File: config.mk
export PLATFORM = sky130hd
export DESIGN_NAME = alu_result_stage
export DESIGN_NICKNAME = d
export VERILOG_FILES = /design/src/rtl/alu_result_stage.sv
export SDC_FILE = /design/constraint.sdc
export NUM_CORES = 1
export LEC_CHECK = 0
export ABC_AREA = 1
export BUFFER_PORTS_ARGS = -buffer_cell sky130_fd_sc_hd__buf_2
export CORE_MARGIN = 4
export CORE_UTILIZATION = 55
export CTS_BUF_LIST = sky130_fd_sc_hd__clkbuf_8
export CTS_CLUSTER_DIAMETER = 150
export DETAILED_ROUTE_END_ITERATION = 10
export PLACE_DENSITY = 0.8
export SYNTH_ARGS = -nofsm -noshare
export SYNTH_HDL_FRONTEND = slang
export SYNTH_SLANG_ARGS = --single-unit
File: constraint.sdc
create_clock -name CLK -period 2.3 [get_ports CLK]
set_input_delay 0.46 -clock CLK [delete_from_list [all_inputs] [get_ports CLK]]
set_output_delay 0.46 -clock CLK [all_outputs]
set_load 0.02 [all_outputs]
File: src/rtl/alu_result_stage.sv
// Result stage behind the ALU function decoder: muxes the one-hot unit result into
// a small FWFT FIFO with a valid/ready output and sticky protocol-error flags.
module alu_result_stage #(
  parameter int OUT_WIDTH  = 16,
  parameter int FIFO_DEPTH = 4
) (
  input  logic                        CLK,
  input  logic                        RST,
  input  logic                        ALU_EN,
  input  logic                        Arith_Enable,
  input  logic                        Logic_Enable,
  input  logic                        CMP_Enable,
  input  logic                        Shift_Enable,
  input  logic [OUT_WIDTH-1:0]        Arith_OUT,
  input  logic                        Arith_Carry,
  input  logic [OUT_WIDTH-1:0]        Logic_OUT,
  input  logic [OUT_WIDTH-1:0]        CMP_OUT,
  input  logic [OUT_WIDTH-1:0]        Shift_OUT,
  output logic                        IN_READY,
  output logic [OUT_WIDTH-1:0]        ALU_OUT,
  output logic                        ALU_CARRY,
  output logic                        OUT_VALID,
  input  logic                        OUT_READY,
  output logic [$clog2(FIFO_DEPTH):0] FIFO_COUNT,
  output logic                        ERR_ONEHOT,
  output logic                        ERR_OVF,
  input  logic                        ERR_CLR
);

  localparam int PW = $clog2(FIFO_DEPTH);
  localparam int CW = PW + 1;
  localparam logic [CW-1:0] DEPTH_C = CW'(FIFO_DEPTH);

  // Each entry is {carry, data}
  logic [OUT_WIDTH:0] r_mem [FIFO_DEPTH];
  logic [PW-1:0]      r_wr_ptr;
  logic [PW-1:0]      r_rd_ptr;
  logic [CW-1:0]      r_count;
  logic [OUT_WIDTH:0] r_last;
  logic               r_err_onehot;
  logic               r_err_ovf;

  logic [OUT_WIDTH-1:0] w_sel_data;
  logic                 w_sel_carry;
  logic                 w_onehot;
  logic                 w_full;
  logic                 w_empty;
  logic                 w_push;
  logic                 w_pop;
  logic [OUT_WIDTH:0]   w_head;

  // AND-OR mux is only meaningful when the enables are one-hot, which gates the push
  assign w_sel_data  = ({OUT_WIDTH{Arith_Enable}} & Arith_OUT)
                     | ({OUT_WIDTH{Logic_Enable}} & Logic_OUT)
                     | ({OUT_WIDTH{CMP_Enable}}   & CMP_OUT)
                     | ({OUT_WIDTH{Shift_Enable}} & Shift_OUT);
  assign w_sel_carry = Arith_Enable & Arith_Carry;

  assign w_onehot = $onehot({Arith_Enable, Logic_Enable, CMP_Enable, Shift_Enable});
  assign w_full   = (r_count == DEPTH_C);
  assign w_empty  = (r_count == '0);
  assign w_push   = ALU_EN & w_onehot & ~w_full;
  assign w_pop    = ~w_empty & OUT_READY;
  assign w_head   = r_mem[r_rd_ptr];

  always_ff @(posedge CLK) begin
    if (w_push) begin
      r_mem[r_wr_ptr] <= {w_sel_carry, w_sel_data};
    end
  end

  always_ff @(posedge CLK or negedge RST) begin
    if (!RST) begin
      r_wr_ptr <= '0;
      r_rd_ptr <= '0;
      r_count  <= '0;
      r_last   <= '0;
    end else begin
      if (w_push) begin
        r_wr_ptr <= r_wr_ptr + 1'b1;
      end
      if (w_pop) begin
        r_rd_ptr <= r_rd_ptr + 1'b1;
        r_last   <= w_head;
      end
      case ({w_push, w_pop})
        2'b10:   r_count <= r_count + 1'b1;
        2'b01:   r_count <= r_count - 1'b1;
        default: r_count <= r_count;
      endcase
    end
  end

  // Error set has priority over a coincident clear
  always_ff @(posedge CLK or negedge RST) begin
    if (!RST) begin
      r_err_onehot <= 1'b0;
      r_err_ovf    <= 1'b0;
    end else begin
      if (ALU_EN && !w_onehot) begin
        r_err_onehot <= 1'b1;
      end else if (ERR_CLR) begin
        r_err_onehot <= 1'b0;
      end
      if (ALU_EN && w_full) begin
        r_err_ovf <= 1'b1;
      end else if (ERR_CLR) begin
        r_err_ovf <= 1'b0;
      end
    end
  end

  // While empty the output holds the most recently popped entry
  assign ALU_OUT    = w_empty ? r_last[OUT_WIDTH-1:0] : w_head[OUT_WIDTH-1:0];
  assign ALU_CARRY  = w_empty ? r_last[OUT_WIDTH]     : w_head[OUT_WIDTH];
  assign OUT_VALID  = ~w_empty;
  assign IN_READY   = ~w_full;
  assign FIFO_COUNT = r_count;
  assign ERR_ONEHOT = r_err_onehot;
  assign ERR_OVF    = r_err_ovf;

endmodule

# Yosys cells after proc, flatten, opt, wreduce, memory -nomap -nowiden
# Memory sizes are Yosys's and may differ from the RTL's.
# Index checks and enable logic that the tools add are counted.
# W data, S select, Z words.
[op_classes] add_sub_neg=7 n_eq_ne=4 n_mux=8 n_bitwise=13 reduce_logical=7
[op_table] operator="$and A16 B16 Y16" n=4
[op_table] operator="$or A16 B16 Y16" n=3
[op_table] operator="$mux W16" n=1
[op_table] operator="$mux W1" n=6
[op_table] operator="$pmux W3 S2" n=1
[op_table] operator="$reduce_bool A2 Y1" n=3
[op_table] operator="$add A1 B1 Y2" n=2
[op_table] operator="$add A2 B1 Y2 const B" n=2
[op_table] operator="$and A1 B1 Y1" n=4
[op_table] operator="$add A2 B2 Y3" n=1
[op_table] operator="$add A3 B1 Y3 const B" n=1
[op_table] operator="$eq A3 B1 Y1 const B" n=1
[op_table] operator="$eq A3 B3 Y1 const B" n=1
[op_table] operator="$logic_not A3 Y1" n=1
[op_table] operator="$sub A3 B1 Y3 const B" n=1
[op_table] operator="$eq A2 B1 Y1 const B" n=1
[op_table] operator="$eq A2 B2 Y1 const B" n=1
[op_table] operator="$logic_and A1 B1 Y1" n=2
[op_table] operator="$not A1 Y1" n=2
[op_table] operator="$logic_not A1 Y1" n=1
[word_totals] ff_bits=26 ram_bits=68 in_bits=74 word_cells=46 n_memories=1
[mem_list] memory="r_mem" words=4 width=17 rd=1 rd_clocked_by_memory_dff=0 wr=1 line="35" source="logic [OUT_WIDTH:0] r_mem [FIFO_DEPTH];"

# Depth between registers and ports, before layout
# Gate-level depths: netlist (run 1).
[logic_depth] ltp_word=7 ltp_mapped=18

# Least setup slack after synthesis (run 1)
# No wires, ideal clock.
[synth_timing] path_type="input-to-reg" from="input Arith_Enable" to="memory r_mem[0][0] (netlist name) (enable)" setup_ps=391 arrival_ps=3122 t_required_ps=1909 setup_slack_ps=-1213 stages=10 path_cell_list="buf_2 -> clkbuf_1 -> inv_1 -> fa_1 -> inv_1 -> ha_1 -> ha_1 -> nor2_1 -> nand3_1 -> nor2_1"
[synth_between] elab_chain_cells=7
[synth_lines] element="start: declaration" line="10" source="input logic Arith_Enable,"
[synth_lines] element="$add A1 B1 Y2 (implied by the code)" line="59" source="assign w_onehot = $onehot({Arith_Enable, Logic_Enable, CMP_Enable, Shift_Enable});"
[synth_lines] element="$add A2 B2 Y3 (implied by the code)" line="59"
[synth_lines] element="$eq A3 B1 Y1" line="59"
[synth_lines] element="$and A1 B1 Y1 (2 in a row)" line="62" source="assign w_push = ALU_EN & w_onehot & ~w_full;"
[synth_lines] element="$mux W1" line="67" source="if (w_push) begin"
[synth_lines] element="$mux W1 (implied by the code)" line="68" source="r_mem[r_wr_ptr] <= {w_sel_carry, w_sel_data};"
[synth_lines] element="end: declaration" line="35"
# No other way between the ends.

# Worst setup path after layout (run 1)
[layout_timing] from="input Arith_Enable" to="register r_count[1] (netlist: FIFO_COUNT[1])"
[layout_between] elab_chain_cells=7 word_cells_on_any_way=9 classes_between="2 x add/sub; 3 x eq/ne; 1 x mux; 2 x bitwise; 1 x reduce/logical"
[layout_lines] element="$add A1 B1 Y2 (implied by the code) *" line="59"
[layout_lines] element="$add A2 B2 Y3 (implied by the code) *" line="59"
[layout_lines] element="$eq A3 B1 Y1 *" line="59"
[layout_lines] element="$and A1 B1 Y1 * (2 in a row)" line="62"
[layout_lines] element="$eq A2 B1 Y1 or $eq A2 B2 Y1 (tied branches)" line="86" source="case ({w_push, w_pop})"
[layout_lines] element="$pmux W3 S2 or $reduce_bool A2 Y1 (tied branches)"
[layout_lines] element="end signal: assignment" line="87" source="2'b10: r_count <= r_count + 1'b1;"
[layout_lines] element="end signal: assignment" line="88" source="2'b01: r_count <= r_count - 1'b1;"
[layout_lines] element="end signal: assignment" line="89" source="default: r_count <= r_count;"
[layout_lines] element="end: declaration" line="38" source="logic [CW-1:0] r_count;"
# Every way passes the cells marked *; elsewhere a longest branch is shown, timed or not.
# A chain may end at the register's enable or synchronous reset.

==> results.md, run 1 <==
- P&R area growth vs syn: 23.3%
- Setup-failing EPs final: 2
- Die extent in y: 98.1 um
- Starting density of the core: 57.2%
- Final Cycle Share: 100%
- Clock slew at reported path FFs: 0.09 ns
- FF+latch count, synth: 94
- Setup slack after layout: -0.00942 ns
- Gr ovfl total: 0
- Met2 usage: 34.7%
- Placement Cell Area: 0.00517 sq mm
- Gr busiest metal: met2
- Rows: 32
- First drt pass iteration count: 5
- CP Launch Type: input pin
- Initial antenna violation count: 0
- Synthesized Nets: 553
- CTS Hold Bufs: 0
- Post-Syn Instances: 470
- CP peak stage delay: 0.54 ns
- Share of layout cells above drive strength 1: 27.5%
- Outcome: finished, violations left
- Most frequently used flop master after synthesis: edfxtp_1
- Die ar.: 0.00963 sq mm
- Cell mode on critical path: ha_4
- Register area share after synthesis: 60.3%
- Total GRT Usage: 22.5%
- Vias per cell: 5.30
- Synth top cells by count: 211 x nand2_1, 71 x nand3_1, 68 x edfxtp_1
- Mean area per synthesized cell: 9.51 sq um
- CP Data Arrival Time: 2.60 ns
- Largest net degree at the start of global routing: 36
- Max-slew violations: 0
- Die Width: 98.1 um
- Cells along the critical path: buf_8 -> inv_4 -> fa_1 -> inv_2 -> ha_4 -> ha_4 -> inv_2 -> nand2_2 -> nor2_4 -> nand3_4 -> ha_4 -> inv_4 -> fa_2 -> o21ai_2
- Rel. slew slack: 61.8%
- Unrepaired setup endpoints after global routing: yes
- # diodes: 0
- EDFF count, synth: 68
- Port bufs: 97
- Max Clock Freq: 0.433 GHz
- Post-route DRC: 0
- Min-Delay Path Class: in2async
- Drt wl/cell: 15.3 um
- CTS buffer count: 9
- Post-DRT Antenna Nets: 0
- YS warnings: 0
- Share of synthesized registers carrying an async set or reset: 27.7%
- Initial DRC count: 246
- Yosys cell types: 23
- Number of global-route vias before repair: 3,509
- Finished Layout Cells: 680
- Vias: 3,604
- Worst Setup Path Type: in2reg
- Leakage: 0.00248 uW
- First-pass GRT wire length: 17.1 mm
- CTS tree: built
- Most area-consuming cells after synthesis: edfxtp_1 46%, nand2_1 18%, dfrtp_1 15%
- Largest area contributor in the netlist: edfxtp_1
- Pwr Density: 1180 mW/mm^2
- Slowest CP cell: fa_1
- Final Wtd Congestion: 0.875
- CP top delay family: adder cells
- I/O pins: 98
- Pre-CTS setup slack: -0.545 ns
- Max IR drop VDD: 0.470 mV
- Total power: 6490 uW
- Design Area, Final: 0.00551 sq mm
- Filler instances: 571
- Max-capacitance violation count: 0
- Post-placement cell count: 660
- Fin nets: 656
- Tmin final: 2.31 ns
- Clock buffer depth: 2
- CP Max Fanout: 2
- Root buffer cell: clkbuf_8
- Final Hold Fails: 0
- GR Layer Usage met3: 5.57%
- WP data required: 2.59 ns
- CTS H-tree depth: 3
- Most common cell in the netlist: nand2_1
- Clk_lat worst skew: 0.36 ns
- Worst slew pin tran: 0.574 ns
- Routed WL: 10.4 mm
- Clk_skew: 0.0110 ns
- Critical Path End Type: register
- Core Footprint: 0.00781 sq mm
- Worst Path Buf+Inv: 5
- Yosys top cell area share: 45.7%
- Clock net sink count: 94
- Dpl hpwl: 7.57 mm
- Failing checks: negative setup slack
- Synthesized area: 0.00447 sq mm
- Sum of negative setup slack: -0.0162 ns
- Grt met1 use: 30.9%
metrics by stage:
stage | util, % | hold WS, ns
final | 70.5 | 0.0925
after global routing | 70.5 | 0.130
after CTS | 70.0 | 0.104
after detailed placement | 66.2 | 0.466
after global placement | 66.2 | 0.462
after floorplan | - | 0.164
timing repair:
| action | CTS | global route |
|---|---|---|
| pin swaps | 8 | 7 |
| endpoints found under the setup margin | 73 | 19 |
| gates resized for setup | 11 | 11 |
| buffers inserted | 2 | 2 |
worst paths after layout:
path,start,endpoint,slack [ns],cells after the start
max in group asynchronous,RST,r_last[15],1.82,1
worst max-delay path,Arith_Enable,FIFO_COUNT[1],-0.009,14
worst max register to register,FIFO_COUNT[1],FIFO_COUNT[2],0.29,9
worst min-delay path,RST,r_last[8],0.09,1
worst min register to register,r_last[10],r_last[10],0.48,2
min in group CLK,ERR_CLR,ERR_OVF,0.32,2
final cells by class:
cell class | count | area (sq um) | share of cell area (%)
inverters | 25 | 106 | 1.93
repair buffers | 116 | 713 | 12.9
well taps | 102 | 128 | 2.32
clock buffers | 9 | 124 | 2.25
clock inverters | 7 | 114 | 2.07
flip-flops and latches | 94 | 2690 | 48.9
multi-input cells | 327 | 1630 | 29.6
sequential cells by signal (all words and copies together) (netlist names):
signal / count
FIFO_COUNT: 3
r_wr_ptr: 2
r_rd_ptr: 2
ERR_ONEHOT: 1
ERR_OVF: 1
r_mem: 68
r_last: 17
logic make-up (layout without fill, tap and decap cells):
group | Yosys count | after routing | share of synthesized area, %
buffers and inverters | 49 | 157 | 5.63
flip-flops | 94 | 94 | 60.3
adder cells (fa/ha/maj) | 9 | 9 | 2.86
XOR/XNOR | 4 | 4 | 0.952
AND/OR/NAND/NOR | 308 | 308 | 29.4
AO/OA/AOI/OAI | 6 | 6 | 0.924
worst reg2reg max path, cell delays in order, from the launching register on:
cell,delay [ns]
dfrtp_1,0.45
nor2_4,0.21
nand2_1,0.21
nand3_4,0.17
ha_4,0.16
inv_4,0.04
fa_2,0.36
nand2_2,0.08
nand3_2,0.08
xor2_1,0.14
layout by cell type, fill, tap and decap left out, types with 4 or more instances in the layout:
cell,count
buf_12,5
buf_2,94
buf_4,14
clkbuf_8,9
dfrtp_1,26
edfxtp_1,68
ha_1,4
inv_1,18
inv_2,4
nand2_1,208
nand3_1,69
nand4_1,18
nor2_4,6
o21ai_0,4
metal layers:
| layer | up-vias | part of all wire (%) |
|---|---|---|
| met5 | - | 0 |
| met4 | 0 | 2.5 |
| met3 | 23 | 9.3 |
| met2 | 191 | 45 |
| met1 | 1624 | 43 |
| li1 | 1766 | - |
where the power goes:
part           total (uW)  switching, uW  internal [uW]  leakage [uW]
Clock                1280            563            718      0.000122
Sequential           2310            181           2130      0.000922
Combinational        2900           1940            961       0.00144
Total                6490           2690           3810       0.00248
Power figures use the tool's default switching activity.
==> run 2, diff against run 1 <==
PLACE_DENSITY = 0.85   (was 0.8)
==> run 2 against run 1 <==
Compared with the run above: the run now ends clean; first-iteration DRC count grew 59%; final area decreased by 1.1%; highest routed layer unchanged; worst hold slack lost 0.0039 ns; sequential share of layout area rose by 0.55 points; non-clock buffer count fell by 2; total power is 3.8% lower; clock power down 15%.
==> results.md, run 2 (synthesis gave the netlist of run 1 again) <==
- R2R cell count: 9 (unchanged)
- Max IR drop VDD: 0.434 mV (-7.8%)
- CP Launch Type: input pin
- Worst Setup Path Type: in2reg
- Routed WL: 10.3 mm (-1.3%)
- Rel. slew slack: 61.0% (-0.74 points)
- Worst Path Buf+Inv: 4 (-1)
- CTS H-tree depth: 3 (unchanged)
- Slowest CP cell: fa_1
- Gr ovfl total: 0 (unchanged)
- CP Max Fanout: 2 (unchanged)
- Pwr Density: 1150 mW/mm^2 (-2.7%)
- Clk_lat worst skew: 0.36 ns (about the same)
- Worst slew pin tran: 0.585 ns (+0.0111 ns)
- P&R area growth vs syn: 21.9%
- Rows: 32 (unchanged)
- Max-slew violations: 0 (unchanged)
- Cell mode on critical path: ha_4
- Setup-failing EPs final: 0 (-2)
- Critical Path End Type: register
- Min-Delay Path Class: in2async
- CP peak stage delay: 0.54 ns (about the same)
- Setup slack after layout: 0.00290 ns (+0.0123 ns)
- # diodes: 0 (unchanged)
- CP top delay family: adder cells
- I/O pins: 98 (unchanged)
- Largest register by flop count: r_mem
- Max-capacitance violation count: 0 (unchanged)
- Clock net sink count: 94 (unchanged)
- Max Clock Freq: 0.435 GHz (+0.54%)
- CTS Hold Bufs: 0 (unchanged)
- Root buffer cell: clkbuf_8
- Tmin final: 2.30 ns (-0.0123 ns)
- Share of layout cells above drive strength 1: 27.4% (-0.078 points)
- Initial antenna violation count: 0 (unchanged)
- Vias: 3,641 (+1.0%)
- Clk_skew: 0.0152 ns (+0.00414 ns)
- Starting density of the core: 57.2% (unchanged)
- Design Area, Final: 0.00545 sq mm (-1.1%)
- CTS buffer count: 9 (unchanged)
- Finished Layout Cells: 678 (-0.29%)
- Number of global-route vias before repair: 3,457 (-1.5%)
- CP Data Arrival Time: 2.53 ns (-0.07 ns)
- Initial DRC count: 392 (+59%)
- Vias per cell: 5.37 (+1.3%)
- Post-placement cell count: 659 (-0.15%)
- Fin nets: 654 (-0.30%)
- R2R setup slack: 0.27 ns (-0.02 ns)
- Commonest cells after routing, fill and taps aside: 208 x nand2_1, 94 x buf_2, 69 x nand3_1
- Die Width: 98.1 um (unchanged)
- RR Endpoint: FIFO_COUNT[2]
- Leakage: 0.00245 uW (-1.3%)
- Commonest non-fill, non-tap cell in the layout: nand2_1
- First-pass GRT wire length: 16.8 mm (-1.5%)
- Total power: 6240 uW (-3.8%)
- CTS tree: built
- Clock slew at reported path FFs: 0.10 ns (about the same)
- Core Footprint: 0.00781 sq mm (unchanged)
- First drt pass iteration count: 5 (unchanged)
- Outcome: finished, final reports clean
- Reg2reg start: FIFO_COUNT[1]
- Pre-CTS setup slack: -0.420 ns (+0.126 ns)
- Clock buffer depth: 2 (unchanged)
- Placement Cell Area: 0.00516 sq mm (-0.15%)
- Dpl hpwl: 7.63 mm (+0.79%)
- Sum of negative setup slack: 0 ns (+0.0162 ns)
- Final Hold Fails: 0 (unchanged)
- Final Cycle Share: 99.9% (-0.54 points)
- Die extent in y: 98.1 um (unchanged)
- Max reg flops: 68 (unchanged)
- WP data required: 2.54 ns (-0.05 ns)
- Post-DRT Antenna Nets: 0 (unchanged)
- Unrepaired setup endpoints after global routing: yes
- Drt wl/cell: 15.2 um (-0.98%)
- Die ar.: 0.00963 sq mm (unchanged)
- Port bufs: 97 (unchanged)
- Total GRT Usage: 21.9% (-0.58 points)
- Final Wtd Congestion: 0.874 (-0.15%)
- Post-route DRC: 0 (unchanged)
- CP Launch Point: Logic_Enable
- Largest net degree at the start of global routing: 36 (unchanged)
- Cells along the critical path: buf_8 -> inv_4 -> fa_1 -> inv_2 -> ha_4 -> ha_4 -> nor2_4 -> nand3_4 -> ha_4 -> inv_4 -> fa_2 -> nand2_2 -> nand3_2 -> xor2_1
[run 2: worst max-delay path by stage]
stage,slack (ns),to,cells past startpoint
2_1_floorplan,-0.57,FIFO_COUNT[1],15
3_3_place_gp,-0.37,FIFO_COUNT[2],17
3_5_place_dp,-0.42,FIFO_COUNT[2],17
4_1_cts,-0.004,FIFO_COUNT[2],15
5_1_grt,-0.08,FIFO_COUNT[2],17
6_report,0.003,FIFO_COUNT[2],14
[run 2: routing by layer]
layer	up-vias	track usage, %	wire [um]
met1	1654	29.5	4220
met3	17	6.21	1070
li1	1759	-	-
met4	0	8.09	238
met5	-	0	0
met2	211	34.3	4760
[run 2: per-stage QoR]
| stage | hold slack, ns | utilization (%) |
|---|---|---|
| after CTS | 0.102 | 69.3 |
| after floorplan | 0.164 | - |
| final | 0.0886 | 69.8 |
| after global placement | 0.461 | 66.1 |
| after detailed placement | 0.467 | 66.1 |
| after global routing | 0.132 | 69.8 |
[run 2: cell type report]
cell class	instances	area, sq um
clock inverter	7	78.8
tap	102	128
multi-input combinational	327	1630
sequential	94	2690
inverter	25	104
clock buffer	9	124
timing repair buffer	114	689
fill	536	2360
[run 2: where the power goes]
group / internal [uW] / switching (uW)
combinational: 945 / 1890
clock: 516 / 577
sequential: 2130 / 186
total: 3590 / 2660
[run 2: what timing repair did]
item	4_1_cts	5_1_grt
pin swaps	6	8
gates cloned	0	0
buffers inserted	2	1
gates resized for setup	11	8
endpoints found under the setup margin	4	8
endpoints found under the hold margin	0	0
==> run 3, diff against run 2 <==
CORE_ASPECT_RATIO = 1.5   (was unset)
PLACE_DENSITY = 0.9   (was 0.85)
==> run 3 against run 2 <==
Compared with the run above: the run now ends with negative setup slack left; flip-flop and latch count did not move; final area up 0.39%; total power increased by 0.95%; worst hold slack improved by 0.0088 ns; sequential power hardly changed; worst setup slack worse by 0.014 ns; clock power increased by 10%; largest cell class unchanged.
==> results.md, run 3 (synthesis gave the netlist of run 1 again) <==
- Pre-CTS setup slack: -0.447 ns (-0.0269 ns)
- Cells along the critical path: buf_8 -> inv_4 -> fa_1 -> inv_1 -> ha_2 -> ha_4 -> inv_2 -> nand2_4 -> nor2_4 -> nand3_4 -> ha_4 -> inv_4 -> fa_2 -> o21ai_2
- WHS: 0.0974 ns (+0.00883 ns)
- Commonest non-fill, non-tap cell in the layout: nand2_1
- Max-slew violations: 0 (unchanged)
- Worst Setup Path Type: in2reg
- Min-Delay Path Class: in2async
- Clk_lat worst skew: 0.37 ns (about the same)
- Dpl hpwl: 7.59 mm (-0.53%)
- Design Area, Final: 0.00547 sq mm (+0.39%)
- Starting density of the core: 56.1% (-1.1 points)
- WP data required: 2.59 ns (+0.05 ns)
- Initial DRC count: 445 (+14%)
- Largest register by flop count: r_mem
- Post-route DRC: 0 (unchanged)
- Max reg flops: 68 (unchanged)
- Clock power frac: 19.1% (+1.6 points)
- Utilization after layout: 68.7% (-1.0 points)
- Drt wl/cell: 15.1 um (-0.52%)
- P&R area growth vs syn: 22.4%
- Rel. slew slack: 60.0% (-1.0 points)
- Failing checks: negative setup slack
- CTS H-tree depth: 3 (unchanged)
- Placement Cell Area: 0.00516 sq mm (about the same)
- Die extent in y: 118 um (+21%)
- Rows: 40 (+25%)
- CTS tree: built
- Critical Path End Type: register
- Worst Path Buf+Inv: 5 (+1)
- Initial antenna violation count: 0 (unchanged)
- Total GRT Usage: 23.1% (+1.1 points)
- Sw power: 2610 uW (-1.6%)
- Vias: 3,649 (+0.22%)
- CP top delay family: adder cells
- Max IR drop VDD: 0.567 mV (+31%)
- Sw frac: 41.5% (-1.1 points)
- Core Footprint: 0.00796 sq mm (+1.9%)
- R2R cell count: 9 (unchanged)
- I/O pins: 98 (unchanged)
- Max-capacitance violation count: 0 (unchanged)
- Gr ovfl total: 0 (unchanged)
- CP Data Arrival Time: 2.60 ns (+0.07 ns)
- Clock buffer depth: 2 (unchanged)
- Final Hold Fails: 0 (unchanged)
- CP Max Fanout: 2 (unchanged)
- Comb pwr share: 44.2% (-1.3 points)
- Port bufs: 97 (unchanged)
- Pwr Density: 1150 mW/mm^2 (+0.56%)
- Root buffer cell: clkbuf_8
- Final Wtd Congestion: 0.835 (-4.4%)
- Share of layout cells above drive strength 1: 27.1% (-0.35 points)
- First drt pass iteration count: 8 (+3)
- Internal power: 3690 uW (+2.8%)
- Leakage: 0.00245 uW (about the same)
- Setup slack after layout: -0.0106 ns (-0.0135 ns)
- Unrepaired setup endpoints after global routing: yes
- # diodes: 0 (unchanged)
- Fin nets: 654 (unchanged)
- Commonest cells after routing, fill and taps aside: 210 x nand2_1, 94 x buf_2, 69 x nand3_1
- Vias per cell: 5.36 (-0.22%)
- Worst path depth: 14 (unchanged)
- Final Cycle Share: 100% (+0.59 points)
- CP peak stage delay: 0.52 ns (-0.02 ns)
- R2R setup slack: 0.37 ns (+0.10 ns)
- Sequential Power Share: 36.7% (-0.3 points)
- CTS buffer count: 9 (unchanged)
- Die Width: 81.6 um (-17%)
- Largest net degree at the start of global routing: 36 (unchanged)
- Clock slew at reported path FFs: 0.09 ns (about the same)
- Post-placement cell count: 662 (+0.46%)
- Slowest CP cell: fa_1
- Die ar.: 0.00966 sq mm (+0.31%)
- Setup-failing EPs final: 1 (+1)
- Outcome: finished, violations left
- CP Launch Type: input pin
- Clock net sink count: 94 (unchanged)
- Max Clock Freq: 0.433 GHz (-0.58%)
- Routed WL: 10.3 mm (about the same)
- Clk_skew: 0.0150 ns (-0.000121 ns)
- Post-DRT Antenna Nets: 0 (unchanged)
- Worst slew pin tran: 0.600 ns (+0.0150 ns)
- First-pass GRT wire length: 17.1 mm (+1.9%)
- Tmin final: 2.31 ns (+0.0135 ns)
- Finished Layout Cells: 681 (+0.44%)
- Number of global-route vias before repair: 3,547 (+2.6%)
run 3: final timing paths:
| kind | from | endpoint |
|---|---|---|
| setup / recovery | Logic_Enable | FIFO_COUNT[1] |
| hold / removal | RST | r_last[2] |
| setup reg to reg | FIFO_COUNT[1] | FIFO_COUNT[2] |
| hold reg to reg | r_last[5] | r_last[5] |
| max in group asynchronous | RST | r_last[16] |
| min in group CLK | ERR_CLR | ERR_OVF |
run 3: metrics by stage:
stage | setup TNS (ns) | power, uW
2_1_floorplan | -29.32 | 4340
3_3_place_gp | -20.75 | 4910
3_5_place_dp | -24.87 | 5030
4_1_cts | -0.0146 | 6260
5_1_grt | -0.131 | 6780
6_report | -0.0106 | 6300
run 3: power groups by stage:
stage | Clock, uW | Sequential [uW] | Combinational, uW
2_1_floorplan | 0 | 2330 | 2010
3_3_place_gp | 0 | 2320 | 2600
3_5_place_dp | 0 | 2330 | 2700
4_1_cts | 1220 | 2300 | 2750
5_1_grt | 1300 | 2340 | 3140
6_report | 1200 | 2310 | 2780
run 3: worst reg2reg max path, delay by kind of cell (launching register included):
family,cells,cell delay [ns]
AND/OR/NAND/NOR,5,0.73
XOR/XNOR,1,0.13
buffers and inverters,1,0.03
adder cells (fa/ha/maj),2,0.48
flip-flops,1,0.44
run 3: cell type report:
cell class / instances / area [sq um]
Sequential cell: 94 / 2690
Clock inverter: 7 / 101
Fill cell: 559 / 2490
Clock buffer: 9 / 124
Inverter: 25 / 109
Tap cell: 105 / 131
Timing Repair Buffer: 114 / 689
Multi-Input combinational cell: 327 / 1620
run 3: what timing repair did:
action | in CTS | in global routing
setup endpoints to repair | 2 | 19
hold buffers | 0 | 0
setup buffers | 3 | 0
cloned | 0 | 0
pin swaps | 8 | 7
resized for setup | 7 | 11
run 3: per-layer routing:
metal / vias up / GRT usage, % / share of wire, %
met2: 186 / 39.2 / 52
met1: 1684 / 28.6 / 38
met4: 0 / 7.90 / 2.1
met3: 20 / 4.88 / 8.5
li1: 1759 / - / -
met5: - / 0 / 0
